`src/rtl/decode_pkg.sv`:
```
// rtl/decode_pkg.sv - RV32I/M/Zicsr opcode constants, immediate formats and decoded-control struct.
package decode_pkg;

  localparam logic [6:0] OPC_LOAD   = 7'b0000011;
  localparam logic [6:0] OPC_FENCE  = 7'b0001111;
  localparam logic [6:0] OPC_OP_IMM = 7'b0010011;
  localparam logic [6:0] OPC_AUIPC  = 7'b0010111;
  localparam logic [6:0] OPC_STORE  = 7'b0100011;
  localparam logic [6:0] OPC_OP     = 7'b0110011;
  localparam logic [6:0] OPC_LUI    = 7'b0110111;
  localparam logic [6:0] OPC_BRANCH = 7'b1100011;
  localparam logic [6:0] OPC_JALR   = 7'b1100111;
  localparam logic [6:0] OPC_JAL    = 7'b1101111;
  localparam logic [6:0] OPC_SYSTEM = 7'b1110011;

  localparam logic [2:0] F3_ADD  = 3'b000;
  localparam logic [2:0] F3_SLL  = 3'b001;
  localparam logic [2:0] F3_SR   = 3'b101;
  localparam logic [2:0] F3_PRIV = 3'b000;
  localparam logic [2:0] F3_CSR_RSVD = 3'b100;

  localparam logic [6:0] F7_BASE   = 7'b0000000;
  localparam logic [6:0] F7_ALT    = 7'b0100000;
  localparam logic [6:0] F7_MULDIV = 7'b0000001;

  typedef enum logic [2:0] {
    IMM_NONE = 3'd0,
    IMM_I    = 3'd1,
    IMM_S    = 3'd2,
    IMM_B    = 3'd3,
    IMM_U    = 3'd4,
    IMM_J    = 3'd5
  } imm_fmt_e;

  // Register/CSR addresses are already zeroed when the instruction does not use them.
  typedef struct packed {
    logic [4:0]  rs1;
    logic [4:0]  rs2;
    logic [4:0]  rd;
    logic [11:0] csr_addr;
    logic        uses_rs1;
    logic        uses_rs2;
    logic        reg_wr_en;
    logic        csr_wr_en;
    logic        is_load;
    logic        illegal;
  } dec_ctrl_t;

  function automatic imm_fmt_e imm_fmt_of(input logic [6:0] opc);
    imm_fmt_e fmt;
    case (opc)
      OPC_LOAD, OPC_OP_IMM, OPC_JALR: fmt = IMM_I;
      OPC_STORE:                      fmt = IMM_S;
      OPC_BRANCH:                     fmt = IMM_B;
      OPC_LUI, OPC_AUIPC:             fmt = IMM_U;
      OPC_JAL:                        fmt = IMM_J;
      default:                        fmt = IMM_NONE;
    endcase
    return fmt;
  endfunction

  function automatic logic [31:0] imm_gen(input logic [31:0] inst, input imm_fmt_e fmt);
    logic [31:0] imm;
    case (fmt)
      IMM_I:   imm = {{20{inst[31]}}, inst[31:20]};
      IMM_S:   imm = {{20{inst[31]}}, inst[31:25], inst[11:7]};
      IMM_B:   imm = {{19{inst[31]}}, inst[31], inst[7], inst[30:25], inst[11:8], 1'b0};
      IMM_U:   imm = {inst[31:12], 12'b0};
      IMM_J:   imm = {{11{inst[31]}}, inst[31], inst[19:12], inst[20], inst[30:21], 1'b0};
      default: imm = 32'b0;
    endcase
    return imm;
  endfunction

endpackage

```
`src/rtl/decode_stage_comb.sv`:
```
// rtl/decode_stage_comb.sv - pure combinational instruction decoder and operand selection.
module decode_comb
  import decode_pkg::*;
#(
  parameter int XLEN   = 32,
  parameter int M_EXT  = 1,
  parameter int CSR_EN = 1
) (
  input  logic [31:0]     inst,
  input  logic [XLEN-1:0] pc,
  input  logic [XLEN-1:0] rs1_data,
  input  logic [XLEN-1:0] rs2_data,
  input  logic [XLEN-1:0] csr_data,
  output dec_ctrl_t       ctrl,
  output logic [XLEN-1:0] op1,
  output logic [XLEN-1:0] op2,
  output logic [XLEN-1:0] op1_jump,
  output logic [XLEN-1:0] op2_jump,
  output logic [XLEN-1:0] reg1_data,
  output logic [XLEN-1:0] reg2_data,
  output logic [XLEN-1:0] csr_rd_data
);

  logic [6:0]      opcode;
  logic [2:0]      f3;
  logic [6:0]      f7;
  logic [4:0]      rs1f;
  logic [4:0]      rs2f;
  logic [4:0]      rdf;
  logic [XLEN-1:0] imm;
  logic            uses1;
  logic            uses2;
  logic            wr;
  logic            csr;
  logic            csr_we;
  logic            load;
  logic            ill;

  assign opcode = inst[6:0];
  assign f3     = inst[14:12];
  assign f7     = inst[31:25];
  assign rs1f   = inst[19:15];
  assign rs2f   = inst[24:20];
  assign rdf    = inst[11:7];
  assign imm    = XLEN'($signed(imm_gen(inst, imm_fmt_of(opcode))));

  always_comb begin
    op1      = '0;
    op2      = '0;
    op1_jump = '0;
    op2_jump = '0;
    uses1    = 1'b0;
    uses2    = 1'b0;
    wr       = 1'b0;
    csr      = 1'b0;
    csr_we   = 1'b0;
    load     = 1'b0;
    ill      = 1'b0;
    case (opcode)
      OPC_LUI: begin
        op1 = imm;
        wr  = 1'b1;
      end
      OPC_AUIPC: begin
        op1 = imm;
        op2 = pc;
        wr  = 1'b1;
      end
      OPC_JAL: begin
        op1      = pc;
        op2      = XLEN'(4);
        op1_jump = pc;
        op2_jump = imm;
        wr       = 1'b1;
      end
      OPC_JALR: begin
        op1      = pc;
        op2      = XLEN'(4);
        op1_jump = rs1_data;
        op2_jump = imm;
        uses1    = 1'b1;
        wr       = 1'b1;
      end
      OPC_BRANCH: begin
        op1      = rs1_data;
        op2      = rs2_data;
        op1_jump = pc;
        op2_jump = imm;
        uses1    = 1'b1;
        uses2    = 1'b1;
        ill      = (f3 == 3'b010) || (f3 == 3'b011);
      end
      OPC_LOAD: begin
        op1   = rs1_data;
        op2   = imm;
        uses1 = 1'b1;
        wr    = 1'b1;
        load  = 1'b1;
        ill   = (f3 == 3'b011) || (f3 == 3'b110) || (f3 == 3'b111);
      end
      OPC_STORE: begin
        op1   = rs1_data;
        op2   = imm;
        uses1 = 1'b1;
        uses2 = 1'b1;
        ill   = f3[2] || (f3 == 3'b011);
      end
      OPC_OP_IMM: begin
        op1   = rs1_data;
        op2   = imm;
        uses1 = 1'b1;
        wr    = 1'b1;
        ill   = ((f3 == F3_SLL) && (f7 != F7_BASE)) ||
                ((f3 == F3_SR) && (f7 != F7_BASE) && (f7 != F7_ALT));
      end
      OPC_OP: begin
        op1   = rs1_data;
        op2   = rs2_data;
        uses1 = 1'b1;
        uses2 = 1'b1;
        wr    = 1'b1;
        case (f7)
          F7_BASE:   ill = 1'b0;
          F7_ALT:    ill = !((f3 == F3_ADD) || (f3 == F3_SR));
          F7_MULDIV: ill = (M_EXT == 0);
          default:   ill = 1'b1;
        endcase
      end
      OPC_FENCE: begin
        op1_jump = pc;
        op2_jump = XLEN'(4);
      end
      OPC_SYSTEM: begin
        if (f3 != F3_PRIV) begin
          csr = 1'b1;
          wr  = 1'b1;
          op2 = csr_data;
          // Set/clear with a zero source reads without writing the CSR.
          csr_we = (f3[1:0] == 2'b01) || (rs1f != 5'd0);
          if (f3[2]) begin
            op1 = XLEN'(rs1f);
          end else begin
            op1   = rs1_data;
            uses1 = 1'b1;
          end
          ill = (CSR_EN == 0) || (f3 == F3_CSR_RSVD);
        end
      end
      default: ill = 1'b1;
    endcase
    if (ill) begin
      uses1  = 1'b0;
      uses2  = 1'b0;
      wr     = 1'b0;
      csr    = 1'b0;
      csr_we = 1'b0;
      load   = 1'b0;
    end
  end

  always_comb begin
    ctrl           = '0;
    ctrl.uses_rs1  = uses1;
    ctrl.uses_rs2  = uses2;
    ctrl.rs1       = uses1 ? rs1f : 5'd0;
    ctrl.rs2       = uses2 ? rs2f : 5'd0;
    ctrl.reg_wr_en = wr && (rdf != 5'd0);
    ctrl.rd        = (wr && (rdf != 5'd0)) ? rdf : 5'd0;
    ctrl.csr_addr  = csr ? inst[31:20] : 12'd0;
    ctrl.csr_wr_en = csr_we;
    ctrl.is_load   = load;
    ctrl.illegal   = ill;
  end

  assign reg1_data   = uses1 ? rs1_data : '0;
  assign reg2_data   = uses2 ? rs2_data : '0;
  assign csr_rd_data = csr ? csr_data : '0;

endmodule

```
`src/rtl/decode_stage.sv`:
```
// rtl/decode_stage.sv - registered decode stage with handshakes, load-use interlock and stall counter.
module decode_stage
  import decode_pkg::*;
#(
  parameter int XLEN     = 32,
  parameter int M_EXT    = 1,
  parameter int CSR_EN   = 1,
  parameter int STALL_CW = 32
) (
  input  logic                clk,
  input  logic                rst,
  input  logic                flush_i,
  input  logic                in_valid_i,
  output logic                in_ready_o,
  input  logic [31:0]         inst_i,
  input  logic [XLEN-1:0]     inst_addr_i,
  output logic [4:0]          reg1_addr_o,
  output logic [4:0]          reg2_addr_o,
  input  logic [XLEN-1:0]     reg1_data_i,
  input  logic [XLEN-1:0]     reg2_data_i,
  output logic [11:0]         csr_rd_addr_o,
  input  logic [XLEN-1:0]     csr_data_i,
  output logic                out_valid_o,
  input  logic                out_ready_i,
  output logic [31:0]         inst_o,
  output logic [XLEN-1:0]     inst_addr_o,
  output logic [XLEN-1:0]     op1_o,
  output logic [XLEN-1:0]     op2_o,
  output logic [XLEN-1:0]     op1_jump_o,
  output logic [XLEN-1:0]     op2_jump_o,
  output logic [XLEN-1:0]     reg1_data_o,
  output logic [XLEN-1:0]     reg2_data_o,
  output logic [XLEN-1:0]     csr_rd_data_o,
  output logic                reg_wr_en_o,
  output logic [4:0]          reg_wr_addr_o,
  output logic                csr_wr_en_o,
  output logic [11:0]         csr_wr_addr_o,
  output logic                is_load_o,
  output logic                illegal_o,
  output logic [STALL_CW-1:0] stall_cnt_o
);

  dec_ctrl_t       ctrl;
  logic [XLEN-1:0] op1;
  logic [XLEN-1:0] op2;
  logic [XLEN-1:0] op1_jump;
  logic [XLEN-1:0] op2_jump;
  logic [XLEN-1:0] reg1_data;
  logic [XLEN-1:0] reg2_data;
  logic [XLEN-1:0] csr_rd_data;
  logic            hazard;
  logic            accept;

  decode_comb #(
    .XLEN   (XLEN),
    .M_EXT  (M_EXT),
    .CSR_EN (CSR_EN)
  ) u_comb (
    .inst        (inst_i),
    .pc          (inst_addr_i),
    .rs1_data    (reg1_data_i),
    .rs2_data    (reg2_data_i),
    .csr_data    (csr_data_i),
    .ctrl        (ctrl),
    .op1         (op1),
    .op2         (op2),
    .op1_jump    (op1_jump),
    .op2_jump    (op2_jump),
    .reg1_data   (reg1_data),
    .reg2_data   (reg2_data),
    .csr_rd_data (csr_rd_data)
  );

  assign reg1_addr_o   = ctrl.rs1;
  assign reg2_addr_o   = ctrl.rs2;
  assign csr_rd_addr_o = ctrl.csr_addr;

  // A held load whose result the incoming instruction reads must leave before we sample the RF.
  assign hazard = out_valid_o && is_load_o && (reg_wr_addr_o != 5'd0) &&
                  ((ctrl.uses_rs1 && (ctrl.rs1 == reg_wr_addr_o)) ||
                   (ctrl.uses_rs2 && (ctrl.rs2 == reg_wr_addr_o)));

  assign in_ready_o = !flush_i && !hazard && (!out_valid_o || out_ready_i);
  assign accept     = in_valid_i && in_ready_o;

  always_ff @(posedge clk or posedge rst) begin
    if (rst) begin
      out_valid_o   <= 1'b0;
      inst_o        <= '0;
      inst_addr_o   <= '0;
      op1_o         <= '0;
      op2_o         <= '0;
      op1_jump_o    <= '0;
      op2_jump_o    <= '0;
      reg1_data_o   <= '0;
      reg2_data_o   <= '0;
      csr_rd_data_o <= '0;
      reg_wr_en_o   <= 1'b0;
      reg_wr_addr_o <= '0;
      csr_wr_en_o   <= 1'b0;
      csr_wr_addr_o <= '0;
      is_load_o     <= 1'b0;
      illegal_o     <= 1'b0;
    end else if (flush_i) begin
      out_valid_o <= 1'b0;
    end else if (accept) begin
      out_valid_o   <= 1'b1;
      inst_o        <= inst_i;
      inst_addr_o   <= inst_addr_i;
      op1_o         <= op1;
      op2_o         <= op2;
      op1_jump_o    <= op1_jump;
      op2_jump_o    <= op2_jump;
      reg1_data_o   <= reg1_data;
      reg2_data_o   <= reg2_data;
      csr_rd_data_o <= csr_rd_data;
      reg_wr_en_o   <= ctrl.reg_wr_en;
      reg_wr_addr_o <= ctrl.rd;
      csr_wr_en_o   <= ctrl.csr_wr_en;
      csr_wr_addr_o <= ctrl.csr_addr;
      is_load_o     <= ctrl.is_load;
      illegal_o     <= ctrl.illegal;
    end else if (out_valid_o && out_ready_i) begin
      out_valid_o <= 1'b0;
    end
  end

  always_ff @(posedge clk or posedge rst) begin
    if (rst) begin
      stall_cnt_o <= '0;
    end else if (in_valid_i && hazard && (stall_cnt_o != {STALL_CW{1'b1}})) begin
      stall_cnt_o <= stall_cnt_o + STALL_CW'(1);
    end
  end

endmodule

```
`config.mk`:
```
export PLATFORM = sky130hd
export DESIGN_NAME = decode_stage
export DESIGN_NICKNAME = d
export VERILOG_FILES = /design/src/rtl/decode_pkg.sv /design/src/rtl/decode_stage_comb.sv /design/src/rtl/decode_stage.sv
export SDC_FILE = /design/constraint.sdc
export NUM_CORES = 1
export LEC_CHECK = 0
export CELL_PAD_IN_SITES_DETAIL_PLACEMENT = 1
export CELL_PAD_IN_SITES_GLOBAL_PLACEMENT = 1
export CORE_MARGIN = 2
export CORE_UTILIZATION = 32
export CTS_BUF_LIST = sky130_fd_sc_hd__clkbuf_4
export DETAILED_ROUTE_END_ITERATION = 12
export PLACE_DENSITY = 0.89
export RECOVER_POWER = 50
export SYNTH_ARGS = -nofsm -noshare
export SYNTH_HDL_FRONTEND = slang
export SYNTH_SLANG_ARGS = --single-unit
```
`constraint.sdc`:
```
create_clock -name clk -period 11.16 [get_ports clk]
set_input_delay 2.232 -clock clk [delete_from_list [all_inputs] [get_ports clk]]
set_output_delay 2.232 -clock clk [all_outputs]
set_load 0.03 [all_outputs]
```
==> results of run 1 <==
[critical path, cell delays in order]
cell and delay, ns:
clkdlybuf4s50_1 1.02, nand2_1 0.26, or3_1 0.48, o221ai_1 0.14, nand4_2 0.44, nor2_4 1.01, and2_1 0.26, clkdlybuf4s50_1 0.70
[synthesized netlist by cell type (2+ instances only)]
cell type,instances,area [um^2]
a211oi_1,21,158
a21o_1,12,90.1
a21oi_1,7,35.0
a221oi_1,4,35.0
a222oi_1,31,310
a22o_1,5,43.8
a22oi_1,46,345
a31oi_1,8,50.1
and2_1,23,144
and3_1,11,68.8
and3b_1,3,26.3
buf_1,2,7.51
buf_2,18,90.1
buf_4,38,285
buf_6,9,101
clkbuf_1,73,274
dfrtp_1,342,8560
inv_1,19,71.3
mux2_1,3,33.8
mux2_2,69,777
mux2i_1,5,50.1
nand2_1,402,1510
nand2b_1,5,31.3
nand3_1,16,80.1
nand3b_1,2,15.0
nand4_1,19,119
nand4b_1,2,17.5
nor2_1,20,75.1
nor2b_1,6,37.5
nor3_1,15,75.1
nor3b_1,2,15.0
o21ai_0,165,826
o21ai_1,61,305
o22ai_1,24,150
o311ai_0,2,17.5
o31a_1,2,17.5
o31ai_1,14,105
or3_1,3,18.8
or4_1,3,22.5
xnor2_1,35,307
xor2_1,7,61.3
[final cells by class]
cell class                 count  area share
inverter                      19     0.00324
clock inverter                37     0.00889
tap                          615      0.0344
multi-input combinational   1074       0.279
antenna                        4    0.000448
clock buffer                 135      0.0453
timing repair buffer         556       0.246
sequential                   342       0.383
[power by group through the flow]
| stage | Clock [mW] | Sequential (mW) | Combinational (mW) |
|---|---|---|---|
| finish | 1.18 | 1.32 | 0.469 |
| global route | 1.28 | 1.32 | 0.492 |
| CTS | 1.22 | 1.32 | 0.489 |
| detailed placement | 0 | 1.34 | 0.487 |
| global placement | 0 | 1.34 | 0.477 |
| floorplan | 0 | 1.44 | 0.128 |
[per-layer routing]
| metal | part of all wire | up-vias | track usage | wire length [um] |
|---|---|---|---|---|
| met5 | 0 | - | 0 | 0 |
| met4 | 0.052 | 0 | 0.150 | 3790 |
| met3 | 0.10 | 176 | 0.0956 | 7350 |
| met2 | 0.48 | 805 | 0.470 | 34800 |
| met1 | 0.37 | 7546 | 0.323 | 26600 |
| li1 | - | 6616 | - | - |
[through the flow]
stage | setup slack [ns] | cells | util | area [um^2]
3_5_place_dp | 2.45 | 2606 | 0.442 | 21200
3_3_place_gp | 2.65 | 2606 | 0.442 | 21200
2_1_floorplan | 4.35 | 1576 | - | 15600
6_report | 2.37 | 2782 | 0.467 | 22400
5_1_grt | 2.21 | 2780 | 0.467 | 22400
4_1_cts | 2.45 | 2778 | 0.468 | 22400
[logic make-up after synthesis]
| kind of cell | count (synthesis) |
|---|---|
| AO/OA/AOI/OAI | 414 |
| XOR/XNOR | 42 |
| adder cells (fa/ha/maj) | 1 |
| buffers and inverters | 160 |
| flip-flops | 342 |
| multiplexers | 77 |
| AND/OR/NAND/NOR | 540 |
[state kept, by name (all words and copies together), names as in the netlist]
signal	cells
csr_rd_data_o	32
inst_addr_o	32
inst_o	32
op1_jump_o	32
op1_o	32
op2_jump_o	32
op2_o	32
reg1_data_o	32
reg2_data_o	32
stall_cnt_o	32
csr_wr_addr_o	12
reg_wr_addr_o	5
csr_wr_en_o	1
illegal_o	1
is_load_o	1
out_valid_o	1
reg_wr_en_o	1
[how the worst max path moves through the flow]
stage,endpoint,slack [ns]
5_1_grt,reg1_addr_o[3],2.21
3_3_place_gp,reg1_addr_o[3],2.65
4_1_cts,reg1_addr_o[3],2.45
6_report,reg1_addr_o[3],2.37
2_1_floorplan,csr_rd_data_o[0]$_DFFE_PP0P_,4.35
3_5_place_dp,reg1_addr_o[3],2.45
==> key figures, run 1 <==
Synthesis
  • Synth Area in Simple Gates: 0.150
  • Largest family of logic cells by synthesized area: compound AO/OA/AOI/OAI gates
  • Mapped cell area: around 0.016 mm^2
  • Async set-reset flop share out of synthesis: 1.00
  • Syn Inst Count: 1576
  • FF+latch count, synth: 342
  • Register area share after synthesis: 0.549
  • Synth Area in Compound Gates: 0.167
  • Synth Area in XOR/XNOR: 0.0236
  • Post-synth EDFFs: 0
  • Synthesis Warnings: 0
  • Post-synthesis mux area share: 0.0553
  • Syn_nets: 1742
  • Adder-Cell Fraction of Synth Area: 0.000803
  • Avg Inst Size Synth: 9.88 um^2
  • Top_reg_cell synth: dfrtp_1
  • Netlist cell types: 63

CTS
  • H-tree depth: 3
  • Clk Latency, worst-skew pair: 0.83 ns
  • Post-cts sizing count: 0
  • CTS sink cnt: 342
  • CTS root buf: clkbuf_4
  • TritonCTS clock tree: done
  • Post-CTS Setup Bufs: 0
  • Number of hold buffers added after cts: 0
  • CTS Buf Count: 98
  • Clk slew on worst S/H paths: ~0.06 ns
  • Clock Tree Buf Depth: 3

Hold path
  • Hold Path Class: flip-flop to flip-flop
  • Hold Startpoint: reg1_data_o[0]$_DFFE_PP0P_
  • Hold path endpoint: reg1_data_o[0]$_DFFE_PP0P_
  • Worst Hold Depth: 2

Critical path
  • Worst Path Max Fanout: 37
  • R2R depth: 7
  • Worst setup SP type: input pin
  • Reg2reg start: reg_wr_addr_o[1]$_DFFE_PP0P_
  • Worst reg2reg endpoint: inst_addr_o[19]$_DFFE_PP0P_
  • CP arrival: 6.56 ns
  • Flop2flop setup slack: 7.23 ns
  • CP Class: input pin to output port
  • CP startpoint: inst_i[6]
  • CP Capture Type: output port
  • Crit path required time: 8.93 ns

GRT
  • GRT Residual Overflow: 0
  • First-pass GRT wire length: 105000 um
  • Vias in the first global route: 16000
  • Initial antenna violation count: 1
  • Largest net degree at the start of global routing: 254
  • Overall Global Routing Usage: 0.283

Pwr
  • Sw frac: 0.305
  • Power, Total: ~3.0 mW
  • Lkg Pwr: between 10 and 15 nW
  • Psw: 904 uW
  • Pwr Density: between 100 and 150 mW/mm^2
  • Seq pwr share: 0.444
  • Cell Int Power: 2.06 mW
  • Logic gate share of total power: 0.158
  • Worst ir drop on vdd: 0.0000723 V
  • Clock share of power: 0.398

Finish
  • Layout Area Growth over Synthesis: 43.6%
  • # fillers: 5403
  • Reg area: roughly 0.0086 mm^2
  • Most frequent cells in the layout: nand2_1 (402), dfrtp_1 (342), dlygate4sd3_1 (314)
  • Net count reported at finish: ~2300
  • Leading cell type in the layout, fill and taps excluded: nand2_1
  • Share of post-route cells with drive strength above 1: 0.118
  • Multi-input logic area: 0.00624 mm^2

Timing
  • Finish-stage setup viols: 0
  • Max Slew Vio Count: 220
  • RSZ-0062 raised after global routing: no
  • Slew headroom: -1.33
  • Slew at the pin closest to its max-slew limit: 3.50 ns
  • Worst hold slack: around 0.48 ns
  • Clock Skew: 0.0411 ns
  • Count of final hold-check violations: 0
  • Min Tclk post-route: 8.79 ns
  • Ratio of final minimum period to clock period: 0.788
  • TNS Setup: 0 ns
  • Fmax: 114 MHz

Floorplanning
  • Die Span Y: ~220 um
  • Die width: between 200 and 250 um
  • Die area: 0.0505 mm^2
  • Core area: 0.0478 mm^2
  • Rows: 80
  • I/O Pins: 530
  • Starting Density: 0.326

Route
  • WL/cell: 26.1 um
  • Vias per inst: ~5.4
  • Post-DRT Antenna Nets: 0
  • Overall via count from detail_route: 15100
  • Drt first pass iters: 6
  • Initial DRC Count: roughly 1500
  • Final WL: 72500 um
  • DRC: 0

Status
  • Status: complete, but fails checks
  • Failing checks: max-capacitance violations, max-slew violations

Placement
  • IO buf count: 529
  • Hpwl dp: 53200 um
  • GP Congestion: between 0.8 and 0.9

Flow run
  • Max_cap viols: 4
Note: power is estimated with default switching activity, not from simulation.
==> inputs of run 2 (changes only) <==
Settings changed: CORE_UTILIZATION 32 to 35, PLACE_DENSITY 0.89 to 0.92.
Clock period 11.16 ns to 8.2 ns, I/O delays scaled along.
==> run 2 against run 1 <==
  * The flow still finishes with violations (max-capacitance violations, max-slew violations)
  * Via count is 1.9% higher
  * Worst hold slack got worse by 0.0017 ns
  * First-iteration DRC count is 5.5% higher
  * Utilization increased by 4.1 points
  * Power is 39% higher
  * Combinational power increased by 38%
  * Clock skew grew 0.014 ns
  * Highest routed layer is now met5
==> key figures, run 2 (same netlist as run 1, synthesis figures left out) <==
Floorplanning
  • Die width: 215 um (-4.3%)
  • I/O Pins: 530 (unchanged)
  • Rows: 77 (-3.8%)
  • Die area: 0.0462 mm^2 (-8.4%)
  • Core area: 0.0440 mm^2 (-8.0%)
  • Starting Density: 0.354 (+0.0282)
  • Die Span Y: 215 um (-4.3%)

Placement
  • GP Congestion: 0.939 (+6.0%)
  • IO buf count: 529 (unchanged)
  • # placed instances: 2584 (-0.84%)
  • Hpwl dp: 53800 um (+1.1%)

Pwr
  • Pwr Density: 184 mW/mm^2 (+39%)
  • Worst ir drop on vdd: 0.000106 V (+47%)
  • Lkg Pwr: 9.73 nW (-3.3%)
  • Power, Total: 4.13 mW (+39%)

GRT
  • M1 GR Usage: 0.354 (+0.0312)
  • GRT Residual Overflow: 0 (unchanged)
  • Largest net degree at the start of global routing: 177 (-30%)
  • First-pass GRT wire length: 110000 um (+4.6%)
  • GR peak layer: met2
  • Vias in the first global route: 16500 (+3.3%)
  • Met2 usage: 0.534 (+0.0634)
  • Global-route met3 utilization: 0.101 (+0.00586)
  • Initial antenna violation count: 8 (+7)
  • Overall Global Routing Usage: 0.319 (+0.0356)

CTS
  • Post-CTS Setup Bufs: 0 (unchanged)
  • Clk slew on worst S/H paths: 0.06 ns (about the same)
  • CTS sink cnt: 342 (unchanged)
  • TritonCTS clock tree: done
  • Clock Tree Buf Depth: 3 (unchanged)
  • Clk Latency, worst-skew pair: 0.86 ns (+0.03 ns)
  • CTS root buf: clkbuf_4
  • CTS Buf Count: 95 (-3.1%)
  • H-tree depth: 3 (unchanged)
  • Post-cts sizing count: 0 (unchanged)
  • Number of hold buffers added after cts: 0 (unchanged)

Critical path
  • CP Capture Type: output port
  • Crit-path cells: clkdlybuf4s50_1 -> nand2_1 -> or3_1 -> o221ai_1 -> nand4_2 -> nor2_4 -> and2_1 -> clkdlybuf4s50_1
  • Crit path required time: 6.56 ns (-2.37 ns)
  • CP arrival: 5.38 ns (-1.18 ns)
  • Cell family with most CP delay: simple AND/OR/NAND/NOR gates
  • Worst Path Max Fanout: 21 (-43%)
  • CP Class: input pin to output port
  • Slowest stage delay, CP: 1.02 ns (about the same)
  • CP Buf/Inv Count: 2 (unchanged)
  • Crit path max-delay cell type: clkdlybuf4s50_1
  • Most used cell, CP: clkdlybuf4s50_1
  • Worst setup SP type: input pin

Finish
  • Share of post-route cells with drive strength above 1: 0.124 (+0.00607)
  • Final core utilization: 0.509 (+0.0415)
  • Net count reported at finish: 2255 (-0.089%)
  • Fin cells: 2759 (-0.83%)
  • Layout Area Growth over Synthesis: 43.9%
  • Leading cell type in the layout, fill and taps excluded: nand2_1
  • Most frequent cells in the layout: nand2_1 (402), clkdlybuf4s50_1 (345), dfrtp_1 (342)

Flow run
  • Max_cap viols: 2 (-2)

Route
  • DRC: 0 (unchanged)
  • Post-DRT Antenna Nets: 0 (unchanged)
  • Initial DRC Count: 1572 (+5.5%)
  • Final WL: 74800 um (+3.0%)
  • Overall via count from detail_route: 15400 (+1.9%)
  • Drt first pass iters: 6 (unchanged)
  • Vias per inst: 5.59 (+2.8%)
  • WL/cell: 27.1 um (+3.9%)

Status
  • Status: complete, but fails checks
  • Failing checks: max-capacitance violations, max-slew violations

Timing
  • Slew at the pin closest to its max-slew limit: 4.69 ns (+1.19 ns)
  • Clock Skew: 0.0554 ns (+0.0142 ns)
  • TNS Setup: 0 ns (unchanged)
  • Slew headroom: -2.13 (-0.794)
  • Ratio of final minimum period to clock period: 0.856
  • Min Tclk post-route: 7.02 ns
  • Fmax: approximately 140 MHz
  • RSZ-0062 raised after global routing: no
  • Count of final hold-check violations: 0 (unchanged)
  • Max Slew Vio Count: 343 (+56%)
  • Finish-stage setup viols: 0 (unchanged)
  • Worst hold slack: 0.474 ns (-0.00173 ns)

Hold path
  • Hold Path Class: flip-flop to flip-flop
## run 2: cell types whose count changed in the layout (fill, tap and decap cells not counted), moves of 3 or more
cell,previous run,this run
clkdlybuf4s50_1,214,345
clkbuf_1,3,0
clkinv_1,29,18
clkbuf_4,135,145
dlygate4sd3_1,314,183
## run 2: through the flow
step / setup slack [ns] / area (um^2)
floorplan: 1.99 / 15600
global placement: 1.50 / 21200
detailed placement: 1.27 / 21200
CTS: 1.25 / 22400
global route: 1.09 / 22400
finish: 1.18 / 22400
## run 2: routing by layer
layer  routed length [um]  vias up  part of all wire
li1                     -     6596                 -
met1                26900     7732              0.36
met2                36300      866              0.49
met3                 6920      236             0.093
met4                 4680        2             0.063
met5                   13        -           0.00017
## run 2: power breakdown
part	switching [mW]	internal [mW]	total (mW)
Clock	0.786	0.895	1.68
Combinational	0.409	0.240	0.649
Sequential	0.0407	1.76	1.80
## run 2: worst paths after layout
path | from | end | slack [ns] | cells past startpoint
min | reg1_data_o[2]$_DFFE_PP0P_ | reg1_data_o[2]$_DFFE_PP0P_ | 0.47 | 2
min reg2reg | reg1_data_o[2]$_DFFE_PP0P_ | reg1_data_o[2]$_DFFE_PP0P_ | 0.47 | 2
min in group asynchronous | rst | csr_wr_addr_o[1]$_DFFE_PP0P_ | 1.17 | 2
max in group asynchronous | rst | op1_o[18]$_DFFE_PP0P_ | 2.26 | 3
max reg2reg | reg_wr_addr_o[0]$_DFFE_PP0P_ | op2_o[10]$_DFFE_PP0P_ | 4.64 | 7
max | inst_i[6] | reg2_addr_o[2] | 1.18 | 8
## run 2: area by class of cell
cell class / instances / area [um^2]
flip-flops and latches: 342 / 8560
clock inverters: 25 / 178
diodes: 5 / 12.5
well taps: 592 / 741
fillers: 4914 / 21600
repair buffers: 557 / 5520
clock buffers: 145 / 1090
multi-input cells: 1074 / 6240
inverters: 19 / 72.6
## run 2: worst min-delay path: cells and delay by family, from the launching register on
family | cells | cell delay, ns
AO/OA/AOI/OAI | 1 | 0.06
flip-flops | 1 | 0.33
AND/OR/NAND/NOR | 1 | 0.05
